### config.mk
export PLATFORM = sky130hd
export DESIGN_NAME = lcd_page_scheduler
export DESIGN_NICKNAME = d
export VERILOG_FILES = /design/src/rtl/lcd_page_scheduler.sv
export SDC_FILE = /design/constraint.sdc
export NUM_CORES = 1
export LEC_CHECK = 0
export ABC_AREA = 1
export CORE_AREA = 10 10 394 396
export DETAILED_ROUTE_END_ITERATION = 12
export DIE_AREA = 0 0 404 406
export PLACE_DENSITY = 0.46
export SYNTH_ARGS = -nofsm -noshare
export SYNTH_HDL_FRONTEND = slang
export SYNTH_SLANG_ARGS = --single-unit
### constraint.sdc
create_clock -name clk_1MHz -period 4.7 [get_ports clk_1MHz]
set_clock_uncertainty 0.1 [all_clocks]
set_input_delay 0.94 -clock clk_1MHz [delete_from_list [all_inputs] [get_ports clk_1MHz]]
set_output_delay 0.94 -clock clk_1MHz [all_outputs]
set_load 0.05 [all_outputs]
### src/rtl/lcd_page_scheduler.sv
// -----------------------------------------------------------------------------
// lcd_page_scheduler
//
// Decides which page the shared LCD frame writer shows and when it is
// rewritten. There are three 2x16-character page sources: vitals (page 0),
// cold-storage temperature (page 1) and alarm (page 2). For each frame the
// block latches the chosen page's rows and issues one start pulse. It then
// waits for the writer's completion edge, or gives up after a timeout.
// The display is refreshed periodically. Pages 0 and 1 rotate on a dwell
// timer, and the alarm page preempts rotation while alarm is high.
//
// Ports
//   clk_1MHz                 sole clock, all logic on the rising edge
//   rst_n                    synchronous, active-low reset
//   enable                   scheduler runs while high (ignored during a transfer)
//   page0_row1/page0_row2    vitals page, 16 ASCII chars per row, MSB byte leftmost
//   page1_row1/page1_row2    temperature page, same format
//   alarm_row1/alarm_row2    alarm page, same format
//   page1_en                 page 1 takes part in the rotation when high
//   alarm                    level; selects the alarm page while high
//   frame_done               completion from the frame writer; only its rising
//                            edge counts
//   lcd_row1/lcd_row2        frame snapshot; held from SELECT to the next SELECT
//   frame_start              one-cycle start pulse, high in the first WAIT cycle
//   page_sel                 page currently on the LCD (0, 1 or 2)
//   busy                     high in START and WAIT
//   timeout_err              set on a transfer timeout, cleared by the next
//                            accepted completion
// -----------------------------------------------------------------------------
module lcd_page_scheduler #(
    parameter int DWELL_CYCLES   = 2000000,
    parameter int REFRESH_CYCLES = 250000,
    parameter int TIMEOUT_CYCLES = 100000
) (
    input  logic         clk_1MHz,
    input  logic         rst_n,
    input  logic         enable,
    input  logic [127:0] page0_row1,
    input  logic [127:0] page0_row2,
    input  logic [127:0] page1_row1,
    input  logic [127:0] page1_row2,
    input  logic [127:0] alarm_row1,
    input  logic [127:0] alarm_row2,
    input  logic         page1_en,
    input  logic         alarm,
    input  logic         frame_done,
    output logic [127:0] lcd_row1,
    output logic [127:0] lcd_row2,
    output logic         frame_start,
    output logic [1:0]   page_sel,
    output logic         busy,
    output logic         timeout_err
);

    // Each counter only has to reach PARAM-1, so $clog2(PARAM) bits are
    // enough. The width is kept at one bit or more for degenerate values.
    localparam int DW = (DWELL_CYCLES   > 1) ? $clog2(DWELL_CYCLES)   : 1;
    localparam int RW = (REFRESH_CYCLES > 1) ? $clog2(REFRESH_CYCLES) : 1;
    localparam int TW = (TIMEOUT_CYCLES > 1) ? $clog2(TIMEOUT_CYCLES) : 1;

    localparam logic [DW-1:0] DWELL_LAST   = DW'(DWELL_CYCLES - 1);
    localparam logic [RW-1:0] REFRESH_LAST = RW'(REFRESH_CYCLES - 1);
    localparam logic [TW-1:0] TIMEOUT_LAST = TW'(TIMEOUT_CYCLES - 1);

    localparam logic [1:0] PAGE_ALARM = 2'd2;

    typedef enum logic [2:0] {
        ST_IDLE,
        ST_SELECT,
        ST_START,
        ST_WAIT,
        ST_HOLD
    } state_t;

    state_t          state_reg, state_next;
    logic [127:0]    row1_reg, row1_next;
    logic [127:0]    row2_reg, row2_next;
    logic [1:0]      page_sel_reg, page_sel_next;
    logic            ptr_reg, ptr_next;
    logic [DW-1:0]   dwell_reg, dwell_next;
    logic [RW-1:0]   refresh_reg, refresh_next;
    logic [TW-1:0]   timeout_cnt_reg, timeout_cnt_next;
    logic            timeout_err_reg, timeout_err_next;
    logic            frame_start_reg, frame_start_next;
    logic            done_prev_reg;

    logic            done_rise;
    logic            dwell_expired;
    logic            sel_ptr;

    // The blank row (sixteen ASCII spaces) is what the LCD shows out of reset.
    logic [127:0]    blank_row;

    for (genvar gi = 0; gi < 16; gi++) begin : g_blank
        assign blank_row[gi*8 +: 8] = 8'h20;
    end

    // A frame_done that is still high from an earlier frame is not a new
    // completion. Only a low-to-high transition is accepted.
    assign done_rise     = frame_done & ~done_prev_reg;
    assign dwell_expired = (dwell_reg == DWELL_LAST);

    // -------------------------------------------------------------------------
    // State and datapath registers
    // -------------------------------------------------------------------------
    always_ff @(posedge clk_1MHz) begin
        if (!rst_n) begin
            state_reg       <= ST_IDLE;
            row1_reg        <= blank_row;
            row2_reg        <= blank_row;
            page_sel_reg    <= 2'd0;
            ptr_reg         <= 1'b0;
            dwell_reg       <= '0;
            refresh_reg     <= '0;
            timeout_cnt_reg <= '0;
            timeout_err_reg <= 1'b0;
            frame_start_reg <= 1'b0;
            done_prev_reg   <= 1'b0;
        end else begin
            state_reg       <= state_next;
            row1_reg        <= row1_next;
            row2_reg        <= row2_next;
            page_sel_reg    <= page_sel_next;
            ptr_reg         <= ptr_next;
            dwell_reg       <= dwell_next;
            refresh_reg     <= refresh_next;
            timeout_cnt_reg <= timeout_cnt_next;
            timeout_err_reg <= timeout_err_next;
            frame_start_reg <= frame_start_next;
            done_prev_reg   <= frame_done;
        end
    end

    // -------------------------------------------------------------------------
    // Next-state and datapath logic
    // -------------------------------------------------------------------------
    always_comb begin
        state_next       = state_reg;
        row1_next        = row1_reg;
        row2_next        = row2_reg;
        page_sel_next    = page_sel_reg;
        ptr_next         = ptr_reg;
        refresh_next     = refresh_reg;
        timeout_cnt_next = timeout_cnt_reg;
        timeout_err_next = timeout_err_reg;
        frame_start_next = 1'b0;
        sel_ptr          = ptr_reg;

        case (state_reg)
            ST_IDLE: begin
                if (enable) begin
                    state_next = ST_SELECT;
                end
            end

            ST_SELECT: begin
                if (alarm) begin
                    // The alarm page leaves the rotation pointer untouched,
                    // so rotation resumes where it stopped.
                    page_sel_next = PAGE_ALARM;
                    row1_next     = alarm_row1;
                    row2_next     = alarm_row2;
                end else begin
                    if (dwell_expired) begin
                        sel_ptr = (!ptr_reg && page1_en);
                    end
                    // Page 1 may have left the rotation while it was on
                    // screen. In that case fall back to page 0 now.
                    if (sel_ptr && !page1_en) begin
                        sel_ptr = 1'b0;
                    end
                    ptr_next      = sel_ptr;
                    page_sel_next = {1'b0, sel_ptr};
                    row1_next     = sel_ptr ? page1_row1 : page0_row1;
                    row2_next     = sel_ptr ? page1_row2 : page0_row2;
                end
                state_next = ST_START;
            end

            ST_START: begin
                // frame_start is registered, so the pulse shows in the first
                // WAIT cycle, one cycle after the rows are already stable.
                frame_start_next = 1'b1;
                timeout_cnt_next = '0;
                state_next       = ST_WAIT;
            end

            ST_WAIT: begin
                if (done_rise) begin
                    timeout_err_next = 1'b0;
                    refresh_next     = '0;
                    state_next       = ST_HOLD;
                end else if (timeout_cnt_reg == TIMEOUT_LAST) begin
                    timeout_err_next = 1'b1;
                    refresh_next     = '0;
                    state_next       = ST_HOLD;
                end else begin
                    timeout_cnt_next = timeout_cnt_reg + TW'(1);
                end
            end

            ST_HOLD: begin
                if (!enable) begin
                    state_next = ST_IDLE;
                end else if (alarm && (page_sel_reg != PAGE_ALARM)) begin
                    state_next = ST_SELECT;
                end else if (!alarm && (page_sel_reg == PAGE_ALARM)) begin
                    state_next = ST_SELECT;
                end else if (refresh_reg == REFRESH_LAST) begin
                    state_next = ST_SELECT;
                end else begin
                    refresh_next = refresh_reg + RW'(1);
                end
            end

            default: begin
                state_next = ST_IDLE;
            end
        endcase
    end

    // Dwell timer. It is held at zero while idle or while the alarm page is
    // forced, so a rotation page always gets a full dwell after an alarm
    // clears. It saturates at the expiry value and is only consumed by the
    // SELECT state, so an expiry during a transfer waits for the next SELECT.
    always_comb begin
        dwell_next = dwell_reg;
        if ((state_reg == ST_IDLE) || alarm) begin
            dwell_next = '0;
        end else if ((state_reg == ST_SELECT) && dwell_expired) begin
            dwell_next = '0;
        end else if (!dwell_expired) begin
            dwell_next = dwell_reg + DW'(1);
        end
    end

    assign lcd_row1    = row1_reg;
    assign lcd_row2    = row2_reg;
    assign frame_start = frame_start_reg;
    assign page_sel    = page_sel_reg;
    assign busy        = (state_reg == ST_START) || (state_reg == ST_WAIT);
    assign timeout_err = timeout_err_reg;

endmodule

==> results.yml, run 1 <==
outcome:
  status: "completed"
cts:
  h-tree-depth: 2
  cts_buffer_depth: 3
  cts_made_buffers: 48
  post_cts_buffers: 0
  cts_tree: "done"
  clock-root-buffer: "clkbuf_16"
  cts_sinks: 321
  post_cts_resize_count: 0
  hold_buffers: 0
  path_clk_slew_ns: 0.06
  clock_latency_ns: 0.65
synth:
  syn_avg_cell_area_um2: 6.54
  syn_area_mm2: 0.0193
  synth_top_family_by_area: "simple AND/OR/NAND/NOR gates"
  synth.area.mux_share: 0
  yosys_register_bits: 321
  syn_nets: 3733
  yosys.area_share.simple: 0.263
  synth_fa_ha_area_frac: 0.00194
  ys_types: 36
  synth_compound_area_frac: 0.201
  ys_seq_area_frac: 0.332
  synth_warnings: 0
  synth-xor-area-share: 0.00951
  synthCells: 2956
place:
  preCtsSetupSlack_ns: 1.23
  dp.cells: 5719
  place.port_buffers: 1034
  place_congestion: 0.890
  dp_hpwl_um: 102000
timing:
  drv_slew: 0
  maxSlewHeadroom: 0.213
  setup_viol: 0
  rsz0062_at_grt: "false"
  fin_ws_ns: 1.36
  finalCritPeriodShare: 0.710
  hold_ws_ns: 0.365
  fmax_mhz: 300
  period_needed_ns: 3.34
  fin_tns_setup_ns: 0
  tightest_slew_ns: 1.18
  hold_viol_final: 0
power:
  power.internal_w: 0.00691
  p_sw_w: 0.00395
  p_leak_nw: 13.4
  vdd_ir_drop_max_mv: 0.236
  pwr-share-seq: 0.292
  p_clk_frac: 0.363
  combPwrFrac: 0.344
  pwr_density_cell_mw_per_mm2: 326
  swShare: 0.364
detailed_routing:
  num_vias: 23900
  drc: 0
  wl_per_cell_um: 22.9
  final_antenna_net_count: 0
  firstDrtPassIters: 8
  vias_per_cell: 4.11
  dr.first_iter.drc_count: 1630
  drt-total-wl_um: 133000
layout:
  final_cell_mix: "clkdlybuf4s50_1 (1,033), inv_1 (725), nand2_1 (383)"
  final_common_cell: "clkdlybuf4s50_1"
  postLayoutCoreUtil: 0.226
  area_growth_pct: 72.3
  fin_cells: 5819
  drive_above_1_share: 0.0292
  nets: 4616
setup_path:
  end_kind: "flip-flop"
  crit_slowest_cell: "nand2_8"
  critPathMostFrequentCell: "nand3_4"
  path_cells: "ha_1 -> nand3_2 -> nor2_4 -> nand3_4 -> nand2_8 -> nand3_4 -> buf_12 -> nand2_1 -> nand3_1 -> a21oi_1"
  crit_family: "simple AND/OR/NAND/NOR gates"
  crit_buf_inv: 1
  startpoint_type: "flip-flop"
  slowest_delay_ns: 0.41
  cp_max_fo: 124
  required_ns: 5.14
  setup.worst_path.class: "reg2reg"
  worstPathArrival_ns: 3.78
floorplanning:
  io_pins: 1035
  dieArea_mm2: 0.164
  row_count: 141
  die_w_um: 404
  core_region_area_mm2: 0.147
  start_util: 0.131
  dieHeight_um: 406
min_path:
  hp-class: "reg2reg"
global_routing:
  grt_overflow: 0
  grt_pass1_vias: 23100
  antenna_found_initial: 47
  track_usage: 0.151
  grt_pass1_wl_um: 182000
  grt_max_degree: 125
run:
  max_cap_violations: 0
==> cell families after synthesis <==
kind of cell    count (synthesis)
simple gates                 1073
buf+inv                       956
compound gates                582
flops                         321
xor+xnor                       21
fa+ha+maj                       3
==> per-stage QoR <==
stage          area, um2  total power (W)
2_1_floorplan      19300          0.00522
3_3_place_gp       31600          0.00699
3_5_place_dp       31600          0.00698
4_1_cts            33300           0.0111
5_1_grt            33300           0.0114
6_report           33300           0.0109
==> layout make-up <==
| class | instances | area [um2] |
|---|---|---|
| timing repair buffer | 1060 | 10800 |
| antenna | 14 | 35.0 |
| fill | 16600 | 114000 |
| clock buffer | 73 | 1400 |
| inverter | 729 | 2740 |
| multi-input combinational | 1679 | 9220 |
| tap | 1930 | 2410 |
| sequential | 321 | 6430 |
| clock inverter | 13 | 293 |
==> metal layers <==
layer  routed length, um  part of all wire  global-route usage  up-vias
li1                    -                 -                   -    11400
met5                  76           0.00057                   0        -
met2               65100              0.49               0.260      892
met1               55100              0.41               0.186    11400
met3                9950             0.075              0.0421      177
met4                3270             0.025              0.0373       12
==> worst min-delay path, cell delays in order (launching register included) <==
cell	delay [ns]
dfxtp_1	0.31
inv_1	0.05
a21oi_1	0.05
==> Yosys cell counts (all sizes together) <==
cell | number | area [um2]
xor2 | 16 | 140
o22ai | 1 | 6.26
a21oi | 273 | 1370
a221oi | 32 | 280
nand3b | 3 | 22.5
xnor2 | 5 | 43.8
nand2 | 384 | 1450
ha | 3 | 37.5
inv | 727 | 2730
or2 | 1 | 6.26
nand4 | 234 | 1480
dfxtp | 321 | 6430
o21ai | 45 | 225
o21a | 2 | 15.0
a21boi | 1 | 7.51
nor2 | 153 | 592
nor3 | 25 | 125
a211oi | 1 | 7.51
a31oi | 3 | 18.8
nand3 | 267 | 1370
clkbuf | 122 | 458
a22o | 224 | 1960
clkinv | 2 | 7.51
nor4 | 6 | 37.5
buf | 105 | 523
==> power by group through the flow <==
stage | Sequential (W) | Clock, W | Combinational (W)
after CTS | 0.00317 | 0.00410 | 0.00378
after global placement | 0.00322 | 0 | 0.00376
after detailed placement | 0.00322 | 0 | 0.00375
after floorplan | 0.00413 | 0 | 0.00109
final | 0.00317 | 0.00395 | 0.00374
after global routing | 0.00321 | 0.00419 | 0.00398
==> path summary, 6_finish.rpt <==
path                                                start                   endpoint  cells after the start  slack [ns]
worst max-delay path            dwell_reg[0]$_SDFFE_PP0P_  lcd_row2[88]$_SDFFE_PN0P_                     10        1.36
worst max register to register  dwell_reg[0]$_SDFFE_PP0P_  lcd_row2[88]$_SDFFE_PN0P_                     10        1.36
worst min-delay path             timeout_err$_SDFFE_PN0P_   timeout_err$_SDFFE_PN0P_                      2        0.36
worst min register to register   timeout_err$_SDFFE_PN0P_   timeout_err$_SDFFE_PN0P_                      2        0.36
No activity file was read; power rests on OpenSTA's default activity.
==> inputs of run 2 (changes only) <==
- CORE_AREA: 10 10 394 396 -> 10 10 395 397
- DIE_AREA: 0 0 404 406 -> 0 0 405 407
- PLACE_DENSITY: 0.46 -> 0.47
- clock period: 4.7 -> 2.75 ns (I/O delays scaled with it)
==> run 2 against run 1 <==
Against the previous run: sequential cell count is the same; combinational power grew 75%; critical path depth shrank 9; setup slack lost 1.3 ns; non-clock buffer count grew 91; final cell count grew 1.6%; global-route usage grew 0.096 points.
==> results.yml, run 2 (synthesis gave the netlist of run 1 again) <==
outcome:
  status: "completed"
timing:
  setup_viol: 0
  drv_slew: 0
  period_needed_ns: 2.68
  maxSlewHeadroom: 0.218
  fin_tns_setup_ns: 0
  finalCritPeriodShare: 0.976
  fin_ws_ns: 0.0665
  fmax_mhz: 373
  hold_viol_final: 0
  rsz0062_at_grt: "false"
  tightest_slew_ns: 1.17
setup_path:
  end_kind: "output port"
  r2r-end: "lcd_row2[100]$_SDFFE_PN0P_"
  worstPathArrival_ns: 2.03
  required_ns: 2.10
  r2r_slack_ns: 0.08
  crit_slowest_cell: "clkdlybuf4s50_1"
  crit_family: "buffers and inverters"
  rr_worst_depth: 9
  path_cells: "clkdlybuf4s50_1"
  startpoint_type: "flip-flop"
  worstReg2RegStart: "dwell_reg[0]$_SDFFE_PP0P_"
  slowest_delay_ns: 0.90
  cp_max_fo: 2
  crit_buf_inv: 1
  setup.worst_path.class: "reg2out"
global_routing:
  grt_pass1_vias: 23900
  grt_pass1_wl_um: 185000
  grt_max_degree: 124
  grt_overflow: 0
  antenna_found_initial: 56
  track_usage: 0.152
run:
  max_cap_violations: 0
cts:
  path_clk_slew_ns: 0.06
  clock_latency_ns: 0.64
  hold_buffers: 0
  cts_tree: "done"
  cts_made_buffers: 47
  cts_sinks: 321
  cts_buffer_depth: 3
  clock-root-buffer: "clkbuf_16"
  h-tree-depth: 2
layout:
  fin_cells: 5911
  nets: 4706
  area_growth_pct: 75.8
  drive_above_1_share: 0.0527
  final_cell_mix: "clkdlybuf4s50_1 (1,029), inv_1 (725), nand2_1 (383)"
  final_area_mm2: 0.0340
  final_common_cell: "clkdlybuf4s50_1"
floorplanning:
  row_count: 141
  die_w_um: 405
  dieHeight_um: 407
  start_util: 0.131
  core_region_area_mm2: 0.147
  io_pins: 1035
  dieArea_mm2: 0.165
power:
  pwr_density_cell_mw_per_mm2: 535
  p_leak_nw: 13.8
  vdd_ir_drop_max_mv: 0.355
place:
  place_congestion: 0.885
  dp.cells: 5810
  preCtsSetupSlack_ns: -0.0212
  dp_hpwl_um: 108000
  place.port_buffers: 1034
  placed_area_mm2: 0.0324
detailed_routing:
  final_antenna_net_count: 0
  drc: 0
  drt-total-wl_um: 135000
  vias_per_cell: 4.07
  dr.first_iter.drc_count: 1752
  firstDrtPassIters: 7
  wl_per_cell_um: 22.8
  num_vias: 24100
min_path:
  min_path_cells: 4
  hold_start: "page1_en"
  hold_path_end: "lcd_row1[51]$_SDFFE_PN0P_"
  hp-class: "in2reg"
run 2: cell types whose count changed in the layout (fill, tap and decap cells not counted), moves of 4 or more:
| cell | delta |
|---|---|
| diode_2 | +4 |
| bufinv_16 | -6 |
| clkinv_2 | +5 |
| buf_12 | +10 |
| buf_4 | +83 |
| clkbuf_1 | -4 |
| clkdlybuf4s50_1 | -4 |
run 2: metal layers:
layer  share of wire  routed length, um  track usage
met5         0.00042                 57            0
met2            0.49              66700        0.265
met4           0.023               3050       0.0414
met1            0.41              55700        0.185
met3           0.069               9300       0.0385
run 2: area by class of cell:
type | instances | area, um2
fill | 16500 | 113000
timing repair buffer | 1151 | 11600
multi-input combinational | 1679 | 9230
sequential | 321 | 6430
inverter | 729 | 2740
tap | 1930 | 2410
clock buffer | 71 | 1400
clock inverter | 12 | 139
antenna | 18 | 45.0
run 2: worst max path at each step:
stage | start | end | cells past startpoint
6_report | lcd_row2[101]$_SDFFE_PN1P_ | lcd_row2[101] | 1
5_1_grt | lcd_row2[101]$_SDFFE_PN1P_ | lcd_row2[101] | 1
4_1_cts | lcd_row2[101]$_SDFFE_PN1P_ | lcd_row2[101] | 1
3_5_place_dp | alarm | lcd_row2[61]$_SDFFE_PN1P_ | 7
3_3_place_gp | alarm | lcd_row2[101]$_SDFFE_PN1P_ | 7
2_1_floorplan | state_reg[1]$_SDFFE_PN0P_ | timeout_cnt_reg[7]$_SDFFE_PN0P_ | 10
run 2: what timing repair did:
| item | CTS | global route |
|---|---|---|
| buffers inserted | 0 | 0 |
| resized for setup | 1 | 2 |
| setup endpoints to repair | 1 | 1 |
| cloned | 0 | 0 |
run 2: per-stage QoR:
| stage | util | hold slack (ns) | total power [W] |
|---|---|---|---|
| floorplan | - | 0.337 | 0.00893 |
| CTS | 0.230 | 0.288 | 0.0185 |
| global placement | 0.220 | 0.360 | 0.0121 |
| global route | 0.230 | 0.363 | 0.0191 |
| finish | 0.230 | 0.346 | 0.0182 |
| detailed placement | 0.220 | 0.364 | 0.0121 |
run 2: power breakdown:
part	switching, W	total, W	leakage (nW)	internal (W)
Sequential	0.000326	0.00546	2.62	0.00514
Clock	0.00264	0.00615	0.755	0.00352
Combinational	0.00381	0.00655	10.4	0.00274
run 2: worst min-delay path: stages:
cell and delay [ns]:
buf_8 0.16, nand4_1 0.13, nand3_1 0.08, a21oi_1 0.11
==> inputs of run 3 (changes only) <==
- ABC_CLOCK_PERIOD_IN_PS: unset -> 2750
- CORE_AREA: 10 10 395 397 -> 10 10 389 391
- CTS_BUF_LIST: unset -> sky130_fd_sc_hd__clkbuf_8
- DIE_AREA: 0 0 405 407 -> 0 0 399 401
- GPL_TIMING_DRIVEN: unset -> 0
==> run 3 against run 2 <==
Against the previous run: setup slack better by 0.0089 ns; via count up 4.3%; global-route usage up 2.1 points; final cell count up 2.4%; register-to-register slack about the same; combinational power up 1%; wire length up 9.3%.
==> results.yml, run 3 (synthesis gave the netlist of run 1 again) <==
power:
  vdd_ir_drop_max_mv: 0.364
  p_leak_nw: 14.1
  power_w: 0.0182
  pwr_density_cell_mw_per_mm2: 535
floorplanning:
  die_w_um: 399
  dieArea_mm2: 0.160
  core_region_area_mm2: 0.143
  row_count: 139
  start_util: 0.135
  io_pins: 1035
  dieHeight_um: 401
cts:
  cts_buffer_depth: 3
  clock-root-buffer: "clkbuf_8"
  cts_sinks: 321
  path_clk_slew_ns: 0.06
  h-tree-depth: 3
  cts_tree: "done"
  hold_buffers: 0
  clock_latency_ns: 0.75
  cts_made_buffers: 73
place:
  place_congestion: 0.926
  placed_area_mm2: 0.0321
  place.port_buffers: 1033
  dp_hpwl_um: 124000
layout:
  drive_above_1_share: 0.0620
  final_common_cell: "clkdlybuf4s50_1"
  nets: 4848
  area_growth_pct: 75.5
  final_cell_mix: "clkdlybuf4s50_1 (978), inv_1 (745), nand2_1 (383)"
  final_area_mm2: 0.0339
detailed_routing:
  drc: 0
  wl_per_cell_um: 24.4
  num_vias: 25100
  firstDrtPassIters: 6
  drt-total-wl_um: 147000
  vias_per_cell: 4.15
  dr.first_iter.drc_count: 1641
  final_antenna_net_count: 0
timing:
  maxSlewHeadroom: 0.165
  tightest_slew_ns: 1.25
  finalCritPeriodShare: 0.973
  fmax_mhz: 374
  fin_tns_setup_ns: 0
  period_needed_ns: 2.67
  drv_slew: 0
  setup_viol: 0
  hold_viol_final: 0
global_routing:
  grt_overflow: 0
  grt_pass1_vias: 24600
  grt_max_degree: 14
  met2_usage: 0.302
  grt_pass1_wl_um: 197000
  track_usage: 0.173
  busiest_layer: "met2"
  grt_util_met1: 0.198
  antenna_found_initial: 60
  grtUsageMet3: 0.0580
setup_path:
  end_kind: "flip-flop"
  crit_family: "simple AND/OR/NAND/NOR gates"
  setup.worst_path.class: "reg2reg"
  worstPathArrival_ns: 3.15
  cp_max_fo: 10
  crit_slowest_cell: "clkbuf_1"
  path_cells: "ha_1 -> nand3_2 -> nor2_4 -> nand4_4 -> clkbuf_4 -> clkbuf_1 -> nand4_1 -> nand3_1 -> a21oi_1"
  r2r_slack_ns: 0.08
  crit_buf_inv: 2
  slowest_delay_ns: 0.39
  startpoint_type: "flip-flop"
  required_ns: 3.22
outcome:
  status: "completed"
run:
  max_cap_violations: 0
min_path:
  hp-class: "in2reg"
[run 3: changes by cell type in the layout (fill, tap and decap cells not counted), sizes merged, moves of 16 or more]
cell	change
dlygate4sd2	+50
buf	-16
clkbuf	+150
inv	+25
clkdlybuf4s50	-51
[run 3: final cells by class]
type / instances / area, um2
timing repair buffer: 1039 / 10400
multi-input combinational: 1680 / 9340
inverter: 729 / 2740
antenna: 21 / 52.6
sequential: 321 / 6430
clock buffer: 93 / 1280
fill: 16200 / 109000
clock inverter: 39 / 293
buffer: 227 / 1060
tap: 1903 / 2380
[run 3: worst min-delay path: stages]
cell and delay (ns):
clkdlybuf4s50_1 0.42, nand2_1 0.06, inv_1 0.03
[run 3: report_power, final]
group          switching, W  internal [W]
sequential         0.000306       0.00514
combinational       0.00405       0.00258
clock               0.00279       0.00329
[run 3: what timing repair did]
item                                    in CTS  in global routing
buffers inserted                             1                  4
pin swaps                                    1                  8
gates cloned                                 0                  1
endpoints found under the setup margin     309                 65
resized for setup                           90                 41
[run 3: per-stage QoR]
step	hold slack (ns)	cells	util	setup WS (ns)
finish	0.265	6052	0.237	0.0754
global route	0.198	6045	0.237	-0.0157
global placement	0.347	5892	0.224	-1.83
CTS	0.132	6026	0.236	0.00119
detailed placement	0.347	5893	0.224	-1.10
floorplan	0.337	2956	-	0.484
[run 3: path summary, 6_finish.rpt]
| check | from | end | cells after the start |
|---|---|---|---|
| worst max-delay path | dwell_reg[0]$_SDFFE_PP0P_ | lcd_row1[120]$_SDFFE_PN0P_ | 9 |
| worst min-delay path | frame_done | done_prev_reg$_SDFF_PN0_ | 3 |
| worst max register to register | dwell_reg[0]$_SDFFE_PP0P_ | lcd_row1[120]$_SDFFE_PN0P_ | 9 |
| worst min register to register | timeout_err$_SDFFE_PN0P_ | timeout_err$_SDFFE_PN0P_ | 2 |
[run 3: layer usage]
metal | routed length (um) | vias up
met4 | 3660 | 34
met5 | 221 | -
met2 | 72900 | 1011
li1 | - | 11900
met3 | 13100 | 217
met1 | 57500 | 11900
